$ cat src/rtl/bias_weight_updater_pkg.sv
// Shared definitions for the bias/weight updater: word width, FSM encoding and
// saturating arithmetic helpers evaluated on a wide signed carrier.
package bw_pkg;

    localparam int WI_DEFAULT = 4;
    localparam int WF_DEFAULT = 4;

    typedef enum logic [1:0] {
        IDLE,
        SCALE,
        UPDATE,
        HOLD
    } stateT;

    function automatic int calcWd(input int wi, input int wf);
        return wi + wf;
    endfunction

    function automatic logic signed [63:0] satMax(input int wd);
        return (64'sd1 <<< (wd - 1)) - 64'sd1;
    endfunction

    function automatic logic signed [63:0] satMin(input int wd);
        return -(64'sd1 <<< (wd - 1));
    endfunction

    // Clamp a wide signed value into the range of a wd-bit signed word.
    function automatic logic signed [63:0] sat(input logic signed [63:0] x, input int wd);
        if (x > satMax(wd)) return satMax(wd);
        else if (x < satMin(wd)) return satMin(wd);
        else return x;
    endfunction

    function automatic logic signed [63:0] subs(input logic signed [63:0] x,
                                                input logic signed [63:0] y,
                                                input int wd);
        return sat(x - y, wd);
    endfunction

endpackage

$ cat src/rtl/bias_weight_updater_fxp_mul_sat.sv
// Combinational signed Q(WI.WF) multiply: full product, shift by WF, saturate.
// Define BIAS_WEIGHT_ROUND_EN to round half up before the shift instead of flooring.
module fxp_mul_sat
    import bw_pkg::*;
#(
    parameter int WI = WI_DEFAULT,
    parameter int WF = WF_DEFAULT,
    localparam int WD = calcWd(WI, WF)
) (
    input  logic [WD-1:0] iA,
    input  logic [WD-1:0] iB,
    output logic [WD-1:0] oP
);

    localparam logic [2*WD:0] HALF_LSB = ({{(2*WD){1'b0}}, 1'b1} << WF) >> 1;

    logic signed [2*WD-1:0] prod;
    logic signed [2*WD:0]   biased;
    logic signed [2*WD:0]   shifted;

    assign prod = (2*WD)'(signed'(iA)) * (2*WD)'(signed'(iB));

`ifdef BIAS_WEIGHT_ROUND_EN
    // One extra bit keeps the rounding add from overflowing the product.
    assign biased = (2*WD+1)'(prod) + signed'(HALF_LSB);
`else
    assign biased = (2*WD+1)'(prod);
`endif

    assign shifted = biased >>> WF;
    assign oP      = WD'(sat(64'(shifted), WD));

endmodule

$ cat src/rtl/bias_weight_updater.sv
// One SGD step per accepted transaction on a register-held weight matrix and bias
// vector, one column per cycle. Rounding mode selected by BIAS_WEIGHT_ROUND_EN.
module bias_weight_updater
    import bw_pkg::*;
#(
    parameter int NP = 4,
    parameter int NC = 4,
    parameter int WI = WI_DEFAULT,
    parameter int WF = WF_DEFAULT,
    localparam int WD = calcWd(WI, WF)
) (
    input  logic                         iCLK,
    input  logic                         iRST,
    input  logic                         iMode,
    input  logic [WD-1:0]                iLR,
    input  logic                         iValid_AS,
    output logic                         oReady_AS,
    input  logic [NP*WD+NC*WD-1:0]       iData_AS,
    output logic                         oValid_BS,
    input  logic                         iReady_BS,
    output logic [NC*NP*WD+NC*WD-1:0]    oData_BS
);

    localparam int            CW       = (NC > 1) ? $clog2(NC) : 1;
    localparam logic [CW-1:0] LAST_COL = CW'(NC - 1);

    stateT         state, nextState;
    logic [CW-1:0] counter;
    logic          transfer;
    logic [WD-1:0] lrReg;
    logic [WD-1:0] aReg  [NP];
    logic [WD-1:0] dReg  [NC];
    logic [WD-1:0] g     [NC];
    logic [WD-1:0] gNext [NC];
    logic [WD-1:0] prod  [NP];
    logic [WD-1:0] w     [NC][NP];
    logic [WD-1:0] b     [NC];
    logic [WD-1:0] gSel;

    function automatic logic [WD-1:0] subW(input logic [WD-1:0] x, input logic [WD-1:0] y);
        return WD'(subs(64'(signed'(x)), 64'(signed'(y)), WD));
    endfunction

    for (genvar c = 0; c < NC; c++) begin : gScale
        fxp_mul_sat #(.WI(WI), .WF(WF)) uMul (.iA(lrReg), .iB(dReg[c]), .oP(gNext[c]));
    end

    for (genvar p = 0; p < NP; p++) begin : gUpdate
        fxp_mul_sat #(.WI(WI), .WF(WF)) uMul (.iA(gSel), .iB(aReg[p]), .oP(prod[p]));
    end

    always_comb begin
        gSel = '0;
        for (int c = 0; c < NC; c++)
            if (counter == CW'(c)) gSel = g[c];
    end

    always_ff @(posedge iCLK or negedge iRST) begin
        if (!iRST) state <= IDLE;
        else       state <= nextState;
    end

    // NOTE: every output of this block gets a default first, so no latch can be inferred.
    always_comb begin
        nextState = state;
        oReady_AS = 1'b0;
        oValid_BS = 1'b0;
        case (state)
            IDLE: begin
                oReady_AS = iRST;
                if (iValid_AS && iRST) nextState = iMode ? SCALE : HOLD;
            end
            SCALE:  nextState = UPDATE;
            UPDATE: if (counter == LAST_COL) nextState = HOLD;
            HOLD: begin
                oValid_BS = 1'b1;
                if (iReady_BS) nextState = IDLE;
            end
            default: nextState = IDLE;
        endcase
    end

    assign transfer = iValid_AS && oReady_AS;

    // NOTE: weights and biases are architecturally visible on oData_BS, so the
    // whole storage array is cleared by reset rather than left undefined.
    always_ff @(posedge iCLK or negedge iRST) begin
        if (!iRST) begin
            counter <= '0;
            lrReg   <= '0;
            for (int p = 0; p < NP; p++) aReg[p] <= '0;
            for (int c = 0; c < NC; c++) begin
                dReg[c] <= '0;
                g[c]    <= '0;
                b[c]    <= '0;
                for (int p = 0; p < NP; p++) w[c][p] <= '0;
            end
        end else begin
            case (state)
                IDLE: if (transfer) begin
                    lrReg <= iLR;
                    for (int p = 0; p < NP; p++) aReg[p] <= iData_AS[p*WD +: WD];
                    for (int c = 0; c < NC; c++) dReg[c] <= iData_AS[NP*WD + c*WD +: WD];
                end
                SCALE: begin
                    for (int c = 0; c < NC; c++) g[c] <= gNext[c];
                    counter <= '0;
                end
                UPDATE: begin
                    for (int c = 0; c < NC; c++) begin
                        if (counter == CW'(c)) begin
                            for (int p = 0; p < NP; p++) w[c][p] <= subW(w[c][p], prod[p]);
                            b[c] <= subW(b[c], g[c]);
                        end
                    end
                    counter <= counter + 1'b1;
                end
                default: ;
            endcase
        end
    end

    always_comb begin
        oData_BS = '0;
        for (int c = 0; c < NC; c++) begin
            for (int p = 0; p < NP; p++) oData_BS[(c*NP + p)*WD +: WD] = w[c][p];
            oData_BS[NC*NP*WD + c*WD +: WD] = b[c];
        end
    end

endmodule
$ cat config.mk
export PLATFORM = sky130hd
export DESIGN_NAME = bias_weight_updater
export DESIGN_NICKNAME = d
export VERILOG_FILES = /design/src/rtl/bias_weight_updater_pkg.sv /design/src/rtl/bias_weight_updater_fxp_mul_sat.sv /design/src/rtl/bias_weight_updater.sv
export SDC_FILE = /design/constraint.sdc
export NUM_CORES = 2
export LEC_CHECK = 0
export ABC_AREA = 1
export ABC_CLOCK_PERIOD_IN_PS = 19300
export BUFFER_PORTS_ARGS = -buffer_cell sky130_fd_sc_hd__clkbuf_2
export CORE_MARGIN = 10
export CORE_UTILIZATION = 55
export DETAILED_ROUTE_END_ITERATION = 10
export PLACE_DENSITY_LB_ADDON = 0.2
export SYNTH_ARGS = -nofsm -noshare
export SYNTH_HDL_FRONTEND = slang
export SYNTH_SLANG_ARGS = --single-unit
$ cat constraint.sdc
create_clock -name iCLK -period 19.3 [get_ports iCLK]
set_input_delay 5.79 -clock iCLK [delete_from_list [all_inputs] [get_ports iCLK]]
set_output_delay 5.79 -clock iCLK [all_outputs]
set_load 0.02 [all_outputs]
==> results by group <==
Floorplan
  • Die width: 292.0 um
  • Core area: 73210 um^2
  • Initial Utilization: 55.59%
  • Die ar.: 85270 um^2
  • I/O pin count: 239
  • Row count: 99
  • Die Y: 292.0 um

Setup path
  • Flop2flop setup slack: 10300 ps
  • CP Max Fanout: 29
  • WP data arrival: 6530 ps
  • Kind of critical path: input port to primary output
  • Worst path required time: 13510 ps
  • Reg-to-Reg Start: counter[1]
  • CP endpoint kind: primary output
  • Worst setup SP type: input port
  • Reg2reg path depth: 44
  • FF-to-FF End: oData_BS[38]
  • Setup crit start: iRST

Layout
  • Most common cell after layout, fill and taps aside: nand2_1
  • Cell area after layout: 44090 um^2
  • Most frequent cells in the layout: 1564 x nand2_1, 1356 x inv_1, 498 x nor2_1, 436 x fa_1, 344 x ha_1
  • Layout cells sized above 1: 9.080%
  • Final #Nets: 6851
  • Area grow syn2layout: 8.348%

Clock network
  • Clock Pin Slew Worst Setup and Hold Paths: 60 ps
  • CTS H-tree lvls: 2
  • Hold buffers post-CTS: 0
  • # clock sinks: 268
  • CTS buffer count: 39
  • CTS tree: yes
  • Clk buf depth: 3
  • # Post-CTS Setup Buffers: 0
  • Post_cts resized: 0
  • Clk Latency, worst-skew pair: 580 ps
  • Root Driver: clkbuf_16

Run status
  • Status: finished, final reports clean

Yosys
  • Synthesized area: 40690 um^2
  • Synthesized instance count: 5813
  • Synth area leaders: fa_1 21%, dfrtp_1 16%, nand2_1 14%
  • Synth unique cells: 54
  • Dominant synthesized flop cell: dfrtp_1
  • Yosys warning total: 0
  • Mean post-synth cell area: 7.001 um^2
  • Syn nets: 6670
  • Synth area leader: fa_1
  • Yosys top cell area share: 21.45%
  • Synth Register Bits: 268
  • Sequential cell area fraction in the yosys report: 16.48%
  • Ys async rst share: 100.0%
  • EDFF count, synth: 0

Placement
  • Port-buffer cells: 238
  • Final HPWL DP: 85540 um
  • Placed instance area: 42760 um^2
  • RD Place Congestion: 0.9092

Hold path
  • Hold path start: g[31]
  • Hold endpoint: g[31]
  • Min-Delay Path Class: flip-flop to flip-flop
  • WHS Path Cells: 2

Global routing
  • First-pass GRT wire length: 178000 um
  • Number of global-route vias before repair: 36058
  • Total congestion overflow: 0
  • Largest net degree at the start of global routing: 79
  • Initial antenna violation count: 1
  • GRT Total Usage: 25.35%

Drt
  • Initial drt markers: 2029
  • Via density: 5.097
  • Vias: 35600
  • First-pass detailed-route iteration total: 5
  • Drt drc: 0
  • Drt wl/cell: 15.32 um
  • Total wire length: 107000 um
  • Antenna Nets Post-Route: 0

Timing
  • Final period util: 63.83%
  • Slew margin rel.: 34.07%
  • RSZ-0062 raised after global routing: false
  • Final setup violation count: 0
  • Clk_skew: 32.38 ps
  • WHS: 494.0 ps
  • Worst-Margin Slew: 987.9 ps
  • Minimum clock period: 12320 ps
  • Pins Over Slew Limit: 0
  • Fin Setup TNS: 0 ps
  • Final Hold Fails: 0
  • Max frequency: 81.17 MHz

Flow run
  • Max_cap viols: 0
[per-stage QoR]
stage	instances	util, %	setup WS [ps]
after detailed placement	6912	58.41	6976
final	6984	60.23	6980
after floorplan	5813	-	7530
after global placement	6912	58.41	6950
after CTS	6983	60.22	6970
after global routing	6983	60.22	6930
[critical path: stages]
cell      delay (ps)
buf_8            230
nand2_1          140
inv_1            130
clkbuf_2         190
[cells in the mapped netlist (6+ instances only)]
cell         n
a21o_1      16
a21oi_1    224
a21oi_2      8
a22oi_1     16
a31oi_1     13
and2_1      13
buf_1       14
buf_6        7
clkbuf_1   100
clkinv_1     9
dfrtp_1    268
fa_1       436
ha_1       344
inv_1     1357
inv_2       27
mux2_2      30
nand2_1   1565
nand2_2     65
nand2_4     12
nand3_1    319
nand3_2     23
nand3b_1    19
nand4_1     46
nor2_1     498
nor2_2       6
nor3_1      17
o211ai_1     6
o21ai_0     95
o21ai_1     26
o21bai_1    20
o22ai_1     18
or2_2       23
xnor2_1     42
xor2_1      83
[cell families (layout without fill, tap and decap cells)]
kind of cell    count (synthesis)  count (layout)  synth area share [%]
compound gates                457             457                 6.300
xor+xnor                      125             125                 2.690
fa+ha+maj                     780             780                 32.03
buf+inv                      1523            1734                 14.30
flops                         268             268                 16.48
mux                            30              30                0.8301
other cells                     0               1                     0
simple gates                 2630            2630                 27.37
[flip-flops by register name, summed over array words and instances, names as in the netlist]
name	flops
counter	2
oData_BS	160
aReg	32
lrReg	8
state	2
g	32
dReg	32
[layer usage]
layer  global-route usage (%)  vias to the layer above  part of all wire, %
met5                        0                        -                    0
met2                    44.42                      873                   48
met4                    10.56                        0                  4.4
met1                    30.33                    16690                   42
li1                         -                    17815                    -
met3                    4.470                      222                  6.2
[worst max path at each step]
stage / end / slack (ps) / cells past startpoint
floorplan: oReady_AS / 7530 / 2
global placement: oReady_AS / 6950 / 4
detailed placement: oReady_AS / 6980 / 4
CTS: oReady_AS / 6970 / 4
global route: oReady_AS / 6930 / 4
finish: oReady_AS / 6980 / 4
[layout make-up]
class	instances	area, um^2
timing repair buffer	270	1441
inverter	1393	5229
sequential	268	6706
fill	6871	29120
clock inverter	12	162.7
clock buffer	59	1162
multi-input combinational	4022	28190
antenna	1	2.502
tap	959	1200
Power is not shown: default switching activity piles up to over one toggle a cycle in this logic, so the estimate is an artifact.
